===== config.mk =====
export PLATFORM = sky130hd
export DESIGN_NAME = dac_sample_sched
export DESIGN_NICKNAME = d
export VERILOG_FILES = /design/src/rtl/dac_pkg.sv /design/src/rtl/dac_chan_hold.sv /design/src/rtl/dac_sample_sched.sv
export SDC_FILE = /design/constraint.sdc
export NUM_CORES = 1
export LEC_CHECK = 0
export BUFFER_PORTS_ARGS = -buffer_cell sky130_fd_sc_hd__buf_4
export CAP_MARGIN = 20
export CORE_ASPECT_RATIO = 1.1
export CORE_MARGIN = 2
export CORE_UTILIZATION = 31
export CTS_CLUSTER_DIAMETER = 50
export DETAILED_ROUTE_END_ITERATION = 12
export PLACE_DENSITY_LB_ADDON = 0.2
export SETUP_SLACK_MARGIN = 0.1
export SYNTH_ARGS = -nofsm -noshare
export SYNTH_HDL_FRONTEND = slang
export SYNTH_HIERARCHICAL = 1
export SYNTH_SLANG_ARGS = --single-unit

===== constraint.sdc =====
create_clock -name i_clk -period 10.9 [get_ports i_clk]
set_input_delay 3.27 -clock i_clk [delete_from_list [all_inputs] [get_ports i_clk]]
set_output_delay 3.27 -clock i_clk [all_outputs]
set_load 0.01 [all_outputs]

===== src/rtl/dac_pkg.sv =====
// Shared types and constants for the DAC sample scheduler.
// State encoding, lock/tick defaults and a run-family helper.
package dac_pkg;

  typedef enum logic [2:0] {
    S_IDLE,
    S_WAIT_LOCK,
    S_RUN,
    S_RD_A,
    S_RD_B,
    S_CAP_B
  } dac_sched_state_e;

  localparam int LOCK_CYC_DEF = 64;
  localparam int MIN_DIV      = 4;

  function automatic logic is_run_family(input dac_sched_state_e s);
    return (s == S_RUN) || (s == S_RD_A) || (s == S_RD_B) || (s == S_CAP_B);
  endfunction

endpackage


===== src/rtl/dac_chan_hold.sv =====
// Per-channel sample holding register: data/valid toward the modulator, sticky overrun
// when a fresh capture lands on a sample the modulator has not yet accepted.
module dac_chan_hold #(
  parameter int W = 16
) (
  input  logic         i_clk,
  input  logic         i_rst,
  input  logic         i_flush,
  input  logic         i_clr_ovr,
  input  logic         i_cap,
  input  logic [W-1:0] i_cap_data,
  input  logic         i_ready,
  output logic [W-1:0] o_data,
  output logic         o_valid,
  output logic         o_overrun
);

  logic [W-1:0] r_data;
  logic         r_valid;
  logic         r_ovr;

  always_ff @(posedge i_clk) begin
    if (i_rst) begin
      r_data  <= '0;
      r_valid <= 1'b0;
      r_ovr   <= 1'b0;
    end else begin
      if (i_cap) r_data <= i_cap_data;

      if (i_flush)                 r_valid <= 1'b0;
      else if (i_cap)              r_valid <= 1'b1;
      else if (r_valid && i_ready) r_valid <= 1'b0;

      // Capture with ready in the same cycle is a clean hand-over, not an overrun.
      if (i_clr_ovr)                          r_ovr <= 1'b0;
      else if (i_cap && r_valid && !i_ready)  r_ovr <= 1'b1;
    end
  end

  assign o_data    = r_data;
  assign o_valid   = r_valid;
  assign o_overrun = r_ovr;

endmodule


===== src/rtl/dac_sample_sched.sv =====
// Waits for stable PLL lock, then every max(rate_div,4) clocks fetches one table word per
// channel (A then B) from a shared single-port table and hands it to that channel's modulator.
module dac_sample_sched
  import dac_pkg::*;
#(
  parameter int SAMPLE_W = 16,
  parameter int ADDR_W   = 8,
  parameter int DIV_W    = 16,
  parameter int LOCK_CYC = LOCK_CYC_DEF
) (
  input  logic                i_clk,
  input  logic                i_rst,
  input  logic                i_pll_lock,
  input  logic                i_enable,
  input  logic [DIV_W-1:0]    i_rate_div,
  input  logic [ADDR_W-1:0]   i_step_a,
  input  logic [ADDR_W-1:0]   i_step_b,
  output logic                o_tbl_rd,
  output logic [ADDR_W-1:0]   o_tbl_addr,
  input  logic [SAMPLE_W-1:0] i_tbl_data,
  output logic [SAMPLE_W-1:0] o_a_data,
  output logic                o_a_valid,
  input  logic                i_a_ready,
  output logic [SAMPLE_W-1:0] o_b_data,
  output logic                o_b_valid,
  input  logic                i_b_ready,
  output logic                o_running,
  output logic                o_overrun
);

  localparam int              LK_W    = $clog2(LOCK_CYC + 1);
  localparam logic [LK_W-1:0] LK_LAST = LK_W'(LOCK_CYC - 1);

  dac_sched_state_e r_state, w_next;
  logic [LK_W-1:0]   r_lock_cnt;
  logic [DIV_W-1:0]  r_tick_cnt;
  logic [ADDR_W-1:0] r_phase_a;
  logic [ADDR_W-1:0] r_phase_b;

  logic [DIV_W-1:0] w_eff_div;
  logic [DIV_W-1:0] w_reload;
  logic             w_run_fam;
  logic             w_lock_lost;
  logic             w_lock_done;
  logic             w_flush;
  logic             w_cap_a;
  logic             w_cap_b;
  logic             w_ovr_a;
  logic             w_ovr_b;

  assign w_eff_div   = (i_rate_div < DIV_W'(MIN_DIV)) ? DIV_W'(MIN_DIV) : i_rate_div;
  assign w_reload    = w_eff_div - DIV_W'(1);
  assign w_run_fam   = is_run_family(r_state);
  assign w_lock_lost = w_run_fam && !i_pll_lock;
  assign w_lock_done = (r_state == S_WAIT_LOCK) && i_pll_lock && (r_lock_cnt == LK_LAST);
  assign w_flush     = !i_enable || w_lock_lost;
  // A capture interrupted by lock loss or disable is dropped, never half-emitted.
  assign w_cap_a     = (r_state == S_RD_B)  && !w_flush;
  assign w_cap_b     = (r_state == S_CAP_B) && !w_flush;

  always_comb begin
    w_next     = r_state;
    o_tbl_rd   = 1'b0;
    o_tbl_addr = '0;
    case (r_state)
      S_IDLE:      if (i_enable) w_next = S_WAIT_LOCK;
      S_WAIT_LOCK: if (w_lock_done) w_next = S_RUN;
      S_RUN:       if (r_tick_cnt == '0) w_next = S_RD_A;
      S_RD_A: begin
        o_tbl_rd   = 1'b1;
        o_tbl_addr = r_phase_a;
        w_next     = S_RD_B;
      end
      S_RD_B: begin
        o_tbl_rd   = 1'b1;
        o_tbl_addr = r_phase_b;
        w_next     = S_CAP_B;
      end
      S_CAP_B:     w_next = S_RUN;
      default:     w_next = S_IDLE;
    endcase
    if (w_lock_lost) w_next = S_WAIT_LOCK;
    if (!i_enable)   w_next = S_IDLE;
  end

  always_ff @(posedge i_clk) begin
    if (i_rst) r_state <= S_IDLE;
    else       r_state <= w_next;
  end

  always_ff @(posedge i_clk) begin
    if (i_rst) begin
      r_lock_cnt <= '0;
      r_tick_cnt <= '0;
      r_phase_a  <= '0;
      r_phase_b  <= '0;
    end else begin
      if ((r_state == S_WAIT_LOCK) && i_pll_lock && !w_lock_done)
        r_lock_cnt <= r_lock_cnt + LK_W'(1);
      else
        r_lock_cnt <= '0;

      // Counter keeps running through the fetch states so the tick period stays exact.
      if (w_lock_done)
        r_tick_cnt <= w_reload;
      else if (w_run_fam)
        r_tick_cnt <= (r_tick_cnt == '0) ? w_reload : r_tick_cnt - DIV_W'(1);
      else
        r_tick_cnt <= '0;

      if (w_flush) begin
        r_phase_a <= '0;
        r_phase_b <= '0;
      end else begin
        if (w_cap_a) r_phase_a <= r_phase_a + i_step_a;
        if (w_cap_b) r_phase_b <= r_phase_b + i_step_b;
      end
    end
  end

  dac_chan_hold #(.W(SAMPLE_W)) u_hold_a (
    .i_clk      (i_clk),
    .i_rst      (i_rst),
    .i_flush    (w_flush),
    .i_clr_ovr  (!i_enable),
    .i_cap      (w_cap_a),
    .i_cap_data (i_tbl_data),
    .i_ready    (i_a_ready),
    .o_data     (o_a_data),
    .o_valid    (o_a_valid),
    .o_overrun  (w_ovr_a)
  );

  dac_chan_hold #(.W(SAMPLE_W)) u_hold_b (
    .i_clk      (i_clk),
    .i_rst      (i_rst),
    .i_flush    (w_flush),
    .i_clr_ovr  (!i_enable),
    .i_cap      (w_cap_b),
    .i_cap_data (i_tbl_data),
    .i_ready    (i_b_ready),
    .o_data     (o_b_data),
    .o_valid    (o_b_valid),
    .o_overrun  (w_ovr_b)
  );

  assign o_running = w_run_fam;
  assign o_overrun = w_ovr_a || w_ovr_b;

endmodule


# Word-level counts from Yosys, hierarchy flattened
# Index checks and enable logic that the tools add are counted.
# word_totals
output_inout_bits	45
regBits	78
# classes
eq_ne	10
bitwise_logic	2
add_sub_neg	5
n_reduce_logical	34
mux	14
magnitude_cmp	1
# ops
operator	count
$mux W16	4
$sub A16 B1 Y16 const B	2
$pmux W3 S6	1
$add A8 B8 Y8	2
$logic_not A16 Y1	1
$lt A16 B3 Y1 const B	1
$pmux W8 S2	1
$logic_and A1 B1 Y1	12
$reduce_or A2 Y1	4
$add A7 B1 Y7 const B	1
$eq A7 B6 Y1 const B	1
$eq A3 B2 Y1 const B	2
$eq A3 B3 Y1 const B	2
$logic_not A1 Y1	6
$mux W1	6
$mux W3	2
$logic_or A1 B1 Y1	5
$reduce_and A2 Y1	2
$reduce_bool A2 Y1	2
$eq A3 B1 Y1 const B	1
$logic_not A3 Y1	1
$ne A3 B2 Y1 const B	1
$ne A3 B3 Y1 const B	1
$reduce_or A3 Y1	1
3 further kinds	4

# Longest topological paths before layout
# depth
ltp_word	10
ltp_mapped	11
ltp_nobuf	11

# Modules after synthesis
# Netlist, hierarchy kept.
# modules_own_cells
module	area_per_inst_um2	seq_area_each_um2	cells_each	instances
dac_sample_sched	2954.1	840.8	353	1
dac_chan_hold	658.1	360.3	60	2

# Worst setup path before layout
# Ideal clock, no wire load.
# synth_path
path_kind	in2reg
from	in i_rate_div[8]
to	reg r_tick_cnt[8]
required_ns	10.819
t_arrival_ns	5.684
setup_slack_ns	5.136
path_stages	11
path_cell_list	nor4_1 nand4_1 or3_1 nand2_1 ha_1 nand2b_1 nor3_1 nand4b_1 xnor2_1 nor2_1 a211oi_2
# synth_via
elab_chain_cells	6
# synth_lines
element	line_no	rtl
start: declaration	dac_sample_sched.sv:15	input logic [DIV_W-1:0] i_rate_div,
$lt A16 B3 Y1	dac_sample_sched.sv:51	assign w_eff_div = (i_rate_div < DIV_W'(MIN_DIV)) ? DIV_W'(MIN_DIV) : i_rate_div;
$mux W16 (*)	dac_sample_sched.sv:51	
$sub A16 B1 Y16 (*)	dac_sample_sched.sv:52	assign w_reload = w_eff_div - DIV_W'(1);
$mux W16	dac_sample_sched.sv:107	r_tick_cnt <= (r_tick_cnt == '0) ? w_reload : r_tick_cnt - DIV_W'(1);
$mux W16	dac_sample_sched.sv:106	else if (w_run_fam)
$mux W16 (*)	dac_sample_sched.sv:104	if (w_lock_done)
end signal: assignment	dac_sample_sched.sv:105	r_tick_cnt <= w_reload;
end signal: assignment	dac_sample_sched.sv:107	
end: declaration	dac_sample_sched.sv:36	logic [DIV_W-1:0] r_tick_cnt;
# Every way passes the cells marked *; elsewhere a longest branch is shown, timed or not.
# A chain may end at the register's enable or synchronous reset.

# Worst setup path after layout
# Same ends and word-level chain as after synthesis.

==> metrics.md <==
| Metric | Value |
|---|---|
| VDD IR max | 0.0601 mV |
| Synth Net Count | 548 |
| DR pass1 iterations | 4 |
| # fillers | 1,386 |
| Die area | 14,700 um^2 |
| Synth cell types | 54 |
| Min Tclk post-route | 6090 ps |
| Max Cap Viol | 0 |
| Switching share of power | 20.3% |
| Crit path kind | input port to flop |
| First-pass GRT wire length | 16.5 mm |
| Syn_area_per_cell | 9.03 um^2 |
| Setup crit end kind | flop |
| Post-DRT Antenna Nets | 0 |
| Gr usage total | 13.9% |
| Setup TNS | 0 ps |
| Post-Syn Area | 4270 um^2 |
| # diodes | 0 |
| Layout cell share with drive strength beyond 1 | 23.7% |
| Synth Warn # | 6 |
| H-tree levels | 3 |
| Max Clk Rate | 164 MHz |
| Crit-path cells | buf_4 > nor4_1 > nand4_1 > or3_1 > nand2_1 > ha_1 > nand2b_1 > nor3_1 > nand4b_1 > xnor2_1 > nor2_1 > a211oi_2 |
| Most common cell after layout, fill and taps aside | buf_4 |
| Area grow syn2layout | 27.4% |
| Clock sink total | 78 |
| Post-CTS Setup Bufs | 0 |
| Crit-path max cell delay | 560 ps |
| Internal power | 518 uW |
| Maximum root-to-sink buffer count | 2 |
| Die height | 127 um |
| Sequential Power Share | 44.0% |
| Max-slew headroom | 46.0% |
| CTS Hold Bufs | 0 |
| Post-layout net count | 641 |
| Buf/Inv on CP | 1 |
| FF+latch count, synth | 78 |
| DRT Wirelength | 9.86 mm |
| Hpwl dp | 7.33 mm |
| Largest net degree at the start of global routing | 46 |
| Core Region | 13,300 um^2 |
| Max-slew violations | 0 |
| Cell family with most CP delay | simple AND/OR/NAND/NOR gates |
| Ys async rst share | 0% |
| Vias in the first global route | 3,508 |
| Initial Util | 32.1% |
| Clk pin slew, worst setup/hold paths | 60 ps |
| Top Ports | 99 |
| Final hold viol count | 0 |
| Number of cell rows | 44 |
| Routed length per placed instance | 13.1 um |
| P_sw | 131 uW |
| Gate power share | 6.0% |
| Setup Skew | 4.95 ps |
| Final period util | 55.8% |
| Post-synth EDFFs | 0 |
| DP Cell Count | 739 |
| Die Width | 116 um |
| CP arrival | 6340 ps |
| Most frequent cells in the layout | buf_4 (101), nor2_1 (85), dfxtp_1 (78) |
| Vias | 3,582 |
| Top_reg_cell synth | dfxtp_1 |
| R2R setup slack | 8350 ps |
| Routability cong. | 0.754 |
| Crit path max-delay cell type | nor3_1 |
| Seq/Total Area, Yosys | 36.6% |
| Post-CTS Resized | 0 |
| Iter 0 DRT Violations | 133 |
| IO buf count | 98 |
| Clock power share | 49.9% |
| CTS tree | yes |
| CP max FO | 10 |
| DRC | 0 |
| Antenna violations before repair | 0 |
| Clk Latency, worst-skew pair | 330 ps |
| CTS Buf Count | 9 |
| Root buf cell | clkbuf_16 |
| Tightest Pin Transition | 809 ps |
| Status | completed |
| Layout Utilization | 40.8% |
| Crit start category | input port |
| Final setup fails | 0 |
| Hold WC Path Type | flop to flop |
| PD cells | 119 nW/um^2 |
| RSZ-0062 raised after global routing | false |
| Critical path data required time | 11,150 ps |
| Total gr overflow | 0 |
| Synth Instances | 473 |
| Vias per inst | 4.75 |
| Static leakage | 2.12 nW |
| Non-filler cells, final | 754 |
-- power by group through the flow --
| stage | registers [mW] | logic, mW | clock network, mW |
|---|---|---|---|
| finish | 0.286 | 0.0392 | 0.324 |
| detailed placement | 0.292 | 0.0395 | 0 |
| global placement | 0.292 | 0.0385 | 0 |
| global route | 0.286 | 0.0436 | 0.352 |
| CTS | 0.286 | 0.0396 | 0.335 |
| floorplan | 0.292 | 0.0176 | 0 |
-- sequential cells by signal (all words and copies together) (netlist names), 3 cells and up --
signal / flops
r_lock_cnt: 7
r_phase_a: 8
r_phase_b: 8
r_state: 3
r_tick_cnt: 16
u_hold_a/o_data: 16
u_hold_b/o_data: 16
-- cell usage after synthesis (2+ instances only) --
library cell / n / area share [%]
o21a_1: 4 / 0.70
xor2_1: 7 / 1.4
nand4b_1: 3 / 0.62
nor3b_1: 5 / 0.88
buf_2: 4 / 0.47
nor2_1: 85 / 7.5
clkbuf_1: 7 / 0.62
or2_2: 2 / 0.29
mux2i_1: 44 / 10
nor3_1: 15 / 1.8
a21oi_1: 5 / 0.59
buf_12: 3 / 1.4
a221oi_1: 2 / 0.41
o21ai_0: 16 / 1.9
inv_1: 18 / 1.6
or3_1: 6 / 0.88
a31oi_1: 4 / 0.59
nor4b_1: 2 / 0.41
or4_1: 4 / 0.70
nor4_1: 4 / 0.59
ha_1: 19 / 5.6
a22o_1: 7 / 1.4
nand2_1: 23 / 2.0
nand2b_1: 6 / 0.88
dfxtp_1: 78 / 37
o211ai_1: 2 / 0.35
a21boi_0: 2 / 0.35
nand3_1: 14 / 1.6
nand4_1: 2 / 0.29
nor2b_1: 7 / 1.0
o21bai_1: 3 / 0.53
nor3_2: 2 / 0.47
a211oi_1: 7 / 1.2
buf_6: 4 / 1.1
a311oi_2: 2 / 0.70
a211oi_2: 7 / 2.1
fa_1: 2 / 0.94
nand3b_1: 4 / 0.70
xnor2_1: 26 / 5.3
o41ai_1: 2 / 0.41
-- metal layers --
metal | wire, um | track usage [%]
met5 | 0 | 0
met4 | 116 | 4.06
met3 | 447 | 3.32
met2 | 4760 | 23.6
met1 | 4530 | 17.5
-- logic make-up after synthesis --
logic type,after synthesis,synth area share [%]
XOR/XNOR,33,6.77
flip-flops,78,36.6
adder cells (fa/ha/maj),21,6.50
AND/OR/NAND/NOR,193,22.6
AO/OA/AOI/OAI,67,12.0
buffers and inverters,37,5.24
multiplexers,44,10.3
-- per-stage QoR --
stage / hold slack [ps] / cell area (um^2) / setup WS, ps / total power, mW
2_1_floorplan: 418 / 4270 / 5140 / 0.310
6_report: 451 / 5440 / 4810 / 0.649
5_1_grt: 478 / 5440 / 4550 / 0.681
3_5_place_dp: 446 / 5110 / 4480 / 0.332
4_1_cts: 458 / 5440 / 4820 / 0.660
3_3_place_gp: 431 / 5110 / 4620 / 0.331
-- worst register-to-register path, cell delays in order, from the launching register on --
cell      delay [ps]
dfxtp_1          470
ha_1             390
nor2b_1          260
nor3_4           550
buf_4            440
nand3b_1         130
a211oi_1         240
-- worst paths after layout --
path | depth (start not counted) | to | startpoint
max | 12 | r_tick_cnt[8] | i_rate_div[8]
min | 1 | r_lock_cnt[0] | r_lock_cnt[0]
max reg2reg | 6 | u_hold_a/o_overrun | r_state[2]
min reg2reg | 1 | r_lock_cnt[0] | r_lock_cnt[0]
-- area by class of cell --
type                    count  area (um^2)  share of cell area (%)
clock buffers              12          256                    4.72
clock inverters             3         67.6                    1.24
inverters                  18         67.6                    1.24
multi-input cells         358         2500                    45.9
flip-flops and latches     78         1560                    28.7
well taps                 184          230                    4.23
repair buffers            101          758                    13.9
(Power assumes the default switching activity.)
